===== src/rtl/keypad_pkg.sv =====
// Shared definitions for the 4x4 keypad scanner and its consumers.
// Key codes are row*4 + col for the usual 1-2-3-A / 4-5-6-B / 7-8-9-C / *-0-#-D layout.
package keypad_pkg;

  localparam int unsigned NUM_LINES = 4;

  typedef logic [1:0] state_t;
  localparam state_t ST_SCAN     = 2'd0;
  localparam state_t ST_DEBOUNCE = 2'd1;
  localparam state_t ST_RELEASE  = 2'd2;

  localparam logic [3:0] KEY_1    = 4'd0;
  localparam logic [3:0] KEY_2    = 4'd1;
  localparam logic [3:0] KEY_3    = 4'd2;
  localparam logic [3:0] KEY_A    = 4'd3;
  localparam logic [3:0] KEY_4    = 4'd4;
  localparam logic [3:0] KEY_5    = 4'd5;
  localparam logic [3:0] KEY_6    = 4'd6;
  localparam logic [3:0] KEY_B    = 4'd7;
  localparam logic [3:0] KEY_7    = 4'd8;
  localparam logic [3:0] KEY_8    = 4'd9;
  localparam logic [3:0] KEY_9    = 4'd10;
  localparam logic [3:0] KEY_C    = 4'd11;
  localparam logic [3:0] KEY_STAR = 4'd12;
  localparam logic [3:0] KEY_0    = 4'd13;
  localparam logic [3:0] KEY_HASH = 4'd14;
  localparam logic [3:0] KEY_D    = 4'd15;

  // Index of the lowest active-low column; 0 when none is low.
  function automatic logic [1:0] lowest_low_col(input logic [NUM_LINES-1:0] cols);
    logic [1:0] idx;
    idx = 2'd0;
    for (int i = NUM_LINES - 1; i >= 0; i--) begin
      if (!cols[i]) idx = 2'(i);
    end
    return idx;
  endfunction

endpackage


===== src/rtl/sync_2ff.sv =====
// Two-flop synchronizer for the asynchronous keypad column pins.
// Resets to all-ones so an idle (pulled-up) keypad reads as no key.
module sync_2ff
  import keypad_pkg::*;
(
  input  logic                 i_clock,
  input  logic                 i_reset,
  input  logic [NUM_LINES-1:0] i_async,
  output logic [NUM_LINES-1:0] o_sync
);

  logic [NUM_LINES-1:0] r_meta;
  logic [NUM_LINES-1:0] r_sync;

  always_ff @(posedge i_clock) begin
    if (i_reset) begin
      r_meta <= '1;
      r_sync <= '1;
    end else begin
      r_meta <= i_async;
      r_sync <= r_meta;
    end
  end

  assign o_sync = r_sync;

endmodule


===== src/rtl/keypad_scanner.sv =====
// 4x4 matrix keypad scanner: rotates the active-low row drive, debounces presses and
// releases, and emits one key_valid pulse per physical press.
module keypad_scanner
  import keypad_pkg::*;
#(
  parameter int unsigned SCAN_DIV     = 50000,
  parameter int unsigned DEBOUNCE_CNT = 100000
) (
  input  logic       clock,
  input  logic       reset,
  input  logic [3:0] col_in,
  output logic [3:0] row_out,
  output logic [3:0] key_code,
  output logic       key_valid,
  output logic       key_held
);

  localparam int unsigned SCAN_W = (SCAN_DIV > 1) ? $clog2(SCAN_DIV) : 1;
  localparam int unsigned DEB_W  = (DEBOUNCE_CNT > 1) ? $clog2(DEBOUNCE_CNT) : 1;
  localparam logic [SCAN_W-1:0] SCAN_LAST = SCAN_W'(SCAN_DIV - 1);
  localparam logic [DEB_W-1:0]  DEB_LAST  = DEB_W'(DEBOUNCE_CNT - 1);

  logic [3:0]        w_col;
  logic              w_any_low;
  logic [1:0]        w_low_col;
  logic              w_match;

  state_t            r_state,    w_state_d;
  logic [1:0]        r_row,      w_row_d;
  logic [SCAN_W-1:0] r_scan_cnt, w_scan_cnt_d;
  logic [DEB_W-1:0]  r_deb_cnt,  w_deb_cnt_d;
  logic [1:0]        r_cand_col, w_cand_col_d;
  logic [3:0]        r_key_code, w_key_code_d;
  logic              r_key_valid, w_key_valid_d;
  logic              r_key_held,  w_key_held_d;

  sync_2ff u_sync (
    .i_clock (clock),
    .i_reset (reset),
    .i_async (col_in),
    .o_sync  (w_col)
  );

  assign w_any_low = ~&w_col;
  assign w_low_col = lowest_low_col(w_col);
  // Row is frozen outside SCAN, so comparing the column alone compares the full code.
  assign w_match   = w_any_low && (w_low_col == r_cand_col);

  always_comb begin
    w_state_d     = r_state;
    w_row_d       = r_row;
    w_scan_cnt_d  = r_scan_cnt;
    w_deb_cnt_d   = r_deb_cnt;
    w_cand_col_d  = r_cand_col;
    w_key_code_d  = r_key_code;
    w_key_valid_d = 1'b0;
    w_key_held_d  = r_key_held;

    case (r_state)
      ST_SCAN: begin
        if (w_any_low) begin
          w_state_d    = ST_DEBOUNCE;
          w_cand_col_d = w_low_col;
          w_deb_cnt_d  = '0;
          w_scan_cnt_d = '0;
        end else if (r_scan_cnt == SCAN_LAST) begin
          w_scan_cnt_d = '0;
          w_row_d      = r_row + 2'd1;
        end else begin
          w_scan_cnt_d = r_scan_cnt + 1'b1;
        end
      end

      ST_DEBOUNCE: begin
        if (!w_match) begin
          w_state_d   = ST_SCAN;
          w_deb_cnt_d = '0;
        end else if (r_deb_cnt == DEB_LAST) begin
          w_state_d     = ST_RELEASE;
          w_key_code_d  = {r_row, r_cand_col};
          w_key_valid_d = 1'b1;
          w_key_held_d  = 1'b1;
          w_deb_cnt_d   = '0;
        end else begin
          w_deb_cnt_d = r_deb_cnt + 1'b1;
        end
      end

      ST_RELEASE: begin
        // Any low column (same key bouncing or a second key) restarts the release window.
        if (w_any_low) begin
          w_deb_cnt_d = '0;
        end else if (r_deb_cnt == DEB_LAST) begin
          w_state_d    = ST_SCAN;
          w_key_held_d = 1'b0;
          w_row_d      = r_row + 2'd1;
          w_deb_cnt_d  = '0;
        end else begin
          w_deb_cnt_d = r_deb_cnt + 1'b1;
        end
      end

      default: begin
        w_state_d   = ST_SCAN;
        w_deb_cnt_d = '0;
      end
    endcase
  end

  always_ff @(posedge clock) begin
    if (reset) begin
      r_state     <= ST_SCAN;
      r_row       <= 2'd0;
      r_scan_cnt  <= '0;
      r_deb_cnt   <= '0;
      r_cand_col  <= 2'd0;
      r_key_code  <= 4'd0;
      r_key_valid <= 1'b0;
      r_key_held  <= 1'b0;
    end else begin
      r_state     <= w_state_d;
      r_row       <= w_row_d;
      r_scan_cnt  <= w_scan_cnt_d;
      r_deb_cnt   <= w_deb_cnt_d;
      r_cand_col  <= w_cand_col_d;
      r_key_code  <= w_key_code_d;
      r_key_valid <= w_key_valid_d;
      r_key_held  <= w_key_held_d;
    end
  end

  assign row_out   = ~(4'b0001 << r_row);
  assign key_code  = r_key_code;
  assign key_valid = r_key_valid;
  assign key_held  = r_key_held;

endmodule


===== config.mk =====
export PLATFORM = sky130hd
export DESIGN_NAME = keypad_scanner
export DESIGN_NICKNAME = d
export VERILOG_FILES = /design/src/rtl/keypad_pkg.sv /design/src/rtl/sync_2ff.sv /design/src/rtl/keypad_scanner.sv
export SDC_FILE = /design/constraint.sdc
export NUM_CORES = 1
export LEC_CHECK = 0
export ABC_AREA = 0
export CAP_MARGIN = 5
export CORE_MARGIN = 3
export CORE_UTILIZATION = 43
export DETAILED_ROUTE_END_ITERATION = 16
export SYNTH_ARGS = -nofsm -noshare
export SYNTH_HDL_FRONTEND = slang
export SYNTH_SLANG_ARGS = --single-unit

===== constraint.sdc =====
create_clock -name clock -period 1.9 [get_ports clock]
set_input_delay 0.285 -clock clock [delete_from_list [all_inputs] [get_ports clock]]
set_output_delay 0.285 -clock clock [all_outputs]
set_load 0.05 [all_outputs]

==> impl_results.md <==
- Max FO, Critical Path: 5
- CTS tree: done
- Buffers on Ports: 15
- Worst skew pair latency: 0.31 ns
- Placed Cells: 414
- Non-Filler Instances: 429
- Synth warn: 0
- CP peak stage delay: 0.40 ns
- Multi-input logic area: 0.00160 mm2
- Syn_area_per_cell: 8.69 um2
- Synthesized netlist cell count: roughly 310
- Via Count: 2269
- Post-Synth XOR/XNOR Area: 4.56%
- Setup crit end kind: register
- Boundary pin count: 16
- Fin. max-slew vios: 0
- Commonest cells post-synth: 53 x dfxtp_1, 41 x nand2_1, 31 x nor2_1
- DRC violations left: 0
- Vias in the first global route: 2060
- Final ANT Viol Nets: 0
- Die W: 85.0 um
- CTS max path bufs: 2
- Starting Density: 44.8%
- Synth Area in Compound Gates: roughly 16%
- Site row count: 28
- WHS: 0.414 ns
- Post-synthesis adder-cell area fraction: approximately 4.2%
- Post-synth top area share: just under 40%
- Routability cong.: 0.831
- Seq cells post-synth: 53
- Max Freq: roughly 550 MHz
- GRT overflow: 0
- Area grow syn2layout: 23.5%
- Crit path time final: 1.82 ns
- Mapped cell area: between 0.002 and 0.003 mm2
- Crit path DAT: slightly above 2 ns
- Top-count cell post-synth: dfxtp_1
- Fillers: 561
- Overall Global Routing Usage: roughly 17%
- Final period util: 95.7%
- Worst-margin pin slew: 0.499 ns
- Final number of setup-violating endpoints: 0
- Critical Path, Cell by Cell: inv_1, ha_4, o2111ai_4, a211oi_4, buf_4, nor2_2, nor4_2
- Final Worst Setup Slack: 0.0821 ns
- Async SR Flop Fraction: 0%
- Area post-placement: 0.00307 mm2
- Status: finished clean
- Leading post-synthesis cells by cell area: dfxtp_1 39%, nand2_1 5.7%, nor2_1 4.3%, ha_1 4.2%, o21ai_0 3.2%
- Vias/cell: 5.29
- Final hold viol count: 0
- Post-synth EDFFs: 0
- Core box area: 0.00599 mm2
- CTS Sinks: 53
- Worst hold path class: reg2reg
- Clock-pin slew on the worst setup and hold paths: 0.10 ns
- Initial DRC Count: 120
- Clk_skew: 0.00703 ns
- Slew headroom: 66.6%
- Post-DP HPWL: 4240 um
- Register Area: 0.00107 mm2
- CTS buffer count: 5
- First-pass GRT wire length: 9960 um
- Simple-Gate Fraction of Synth Area: between 30% and 40%
- Synthesized Nets: 324
- WP data required: between 2 and 2.5 ns
- Cell variety after synth: 48
- Hold_buf cts: 0
- DR WL/cell: 13.8 um
- PD cells: around 690 mW/mm2
- Sequential area share after synthesis: between 30% and 40%
- Crit Path Class: reg2reg
- # Max-Cap Violations: 0
- H-tree levels: 2
- Largest family of logic cells by synthesized area: simple AND/OR/NAND/NOR gates
- Largest net degree at the start of global routing: 31
- Layout net count: 368
- P_leak: ~1.2 nW
- DIE HEIGHT: 85.0 um
- CP max stage cell: a211oi_4
- CTS Root Cell: clkbuf_8
- Setup WS pre-CTS: -0.0235 ns
- Layout cells sized above 1: a little under a quarter
- Inserted Diodes: 0
- Die area: between 0.007 and 0.008 mm2
- Pre-antenna DRT Iters: 4
- Cell taking the most area after synthesis: dfxtp_1
- CP startpoint kind: register
- Initial antenna violation count: 0
- Post-synthesis mux area share: 2.24%
- Ys flop type: dfxtp_1
- Finished layout cell area: approximately 0.0033 mm2
- Maximum vdd drop: around 0.42 mV
- DRT Wirelength: 5940 um
[report_power, final]
part / switching [mW] / leakage, nW / internal (mW)
Sequential: 0.0216 / 0.431 / 1.13
Combinational: 0.191 / 0.719 / 0.141
Clock: 0.370 / 0.0585 / 0.430
Total: 0.582 / 1.21 / 1.70
[worst max-delay path: cells and delay by family (launching register included)]
family / cells / cell delay (ns)
AO/OA/AOI/OAI: 2 / 0.59
flip-flops: 1 / 0.36
adder cells (fa/ha/maj): 1 / 0.18
AND/OR/NAND/NOR: 2 / 0.26
buffers and inverters: 2 / 0.34
[cells in the final DEF, fill, tap and decap left out, drive strengths merged, types with 8 or more instances in the layout]
cell,n
dfxtp,53
nand2,41
nor2,35
buf,34
o21ai,17
a21oi,13
inv,13
clkdlybuf4s50,11
or2,10
nand3,9
ha,9
nand4,8
xor2,8
[sequential cells by signal, summed over array words and instances, names as in the netlist, 2 cells and up]
name	flops
r_row	2
key_code	4
u_sync.o_sync	4
r_state	2
r_deb_cnt	17
r_scan_cnt	16
r_cand_col	2
u_sync.r_meta	4
[logic make-up (layout without fill, tap and decap cells)]
group	Yosys count	count (layout)
buffers and inverters	21	66
AO/OA/AOI/OAI	56	56
adder cells (fa/ha/maj)	9	9
AND/OR/NAND/NOR	150	150
multiplexers	6	6
flip-flops	53	53
XOR/XNOR	14	14
[timing repair]
| item | in CTS | in global routing |
|---|---|---|
| buffers inserted | 2 | 5 |
| pin swaps | 1 | 7 |
| hold endpoints to repair | 0 | 0 |
| endpoints found under the setup margin | 1 | 27 |
| resized for setup | 2 | 20 |
[final timing paths]
check | cells after the start | startpoint | to | slack [ns]
setup / recovery | 7 | r_state[1] | r_deb_cnt[14] | 0.08
hold / removal | 1 | u_sync.r_meta[0] | u_sync.o_sync[0] | 0.41
setup reg to reg | 7 | r_state[1] | r_deb_cnt[14] | 0.08
hold reg to reg | 1 | u_sync.r_meta[0] | u_sync.o_sync[0] | 0.41
[metrics by stage]
stage | total power, mW | utilization [%] | TNS [ns]
floorplan | 1.38 | - | 0
global placement | 1.48 | 51.2 | -0.00876
detailed placement | 1.48 | 51.2 | -0.0235
CTS | 2.27 | 53.4 | 0
global route | 2.38 | 55.4 | -0.0130
finish | 2.29 | 55.4 | 0
[layout make-up]
class / count / area share [%]
Clock buffer: 7 / 2.60
Inverter: 13 / 1.47
Timing Repair Buffer: 45 / 11.8
Tap cell: 75 / 2.83
Multi-Input combinational cell: 235 / 48.1
Clock inverter: 1 / 0.905
Sequential cell: 53 / 32.3
[routing by layer]
| layer | global-route usage (%) | wire length, um | up-vias |
|---|---|---|---|
| met5 | 0 | 0 | - |
| met4 | 5.32 | 86 | 0 |
| li1 | - | - | 1185 |
| met3 | 3.30 | 162 | 8 |
| met2 | 25.6 | 2720 | 31 |
| met1 | 23.8 | 2970 | 1045 |
Note: power is estimated with default switching activity, not from simulation.
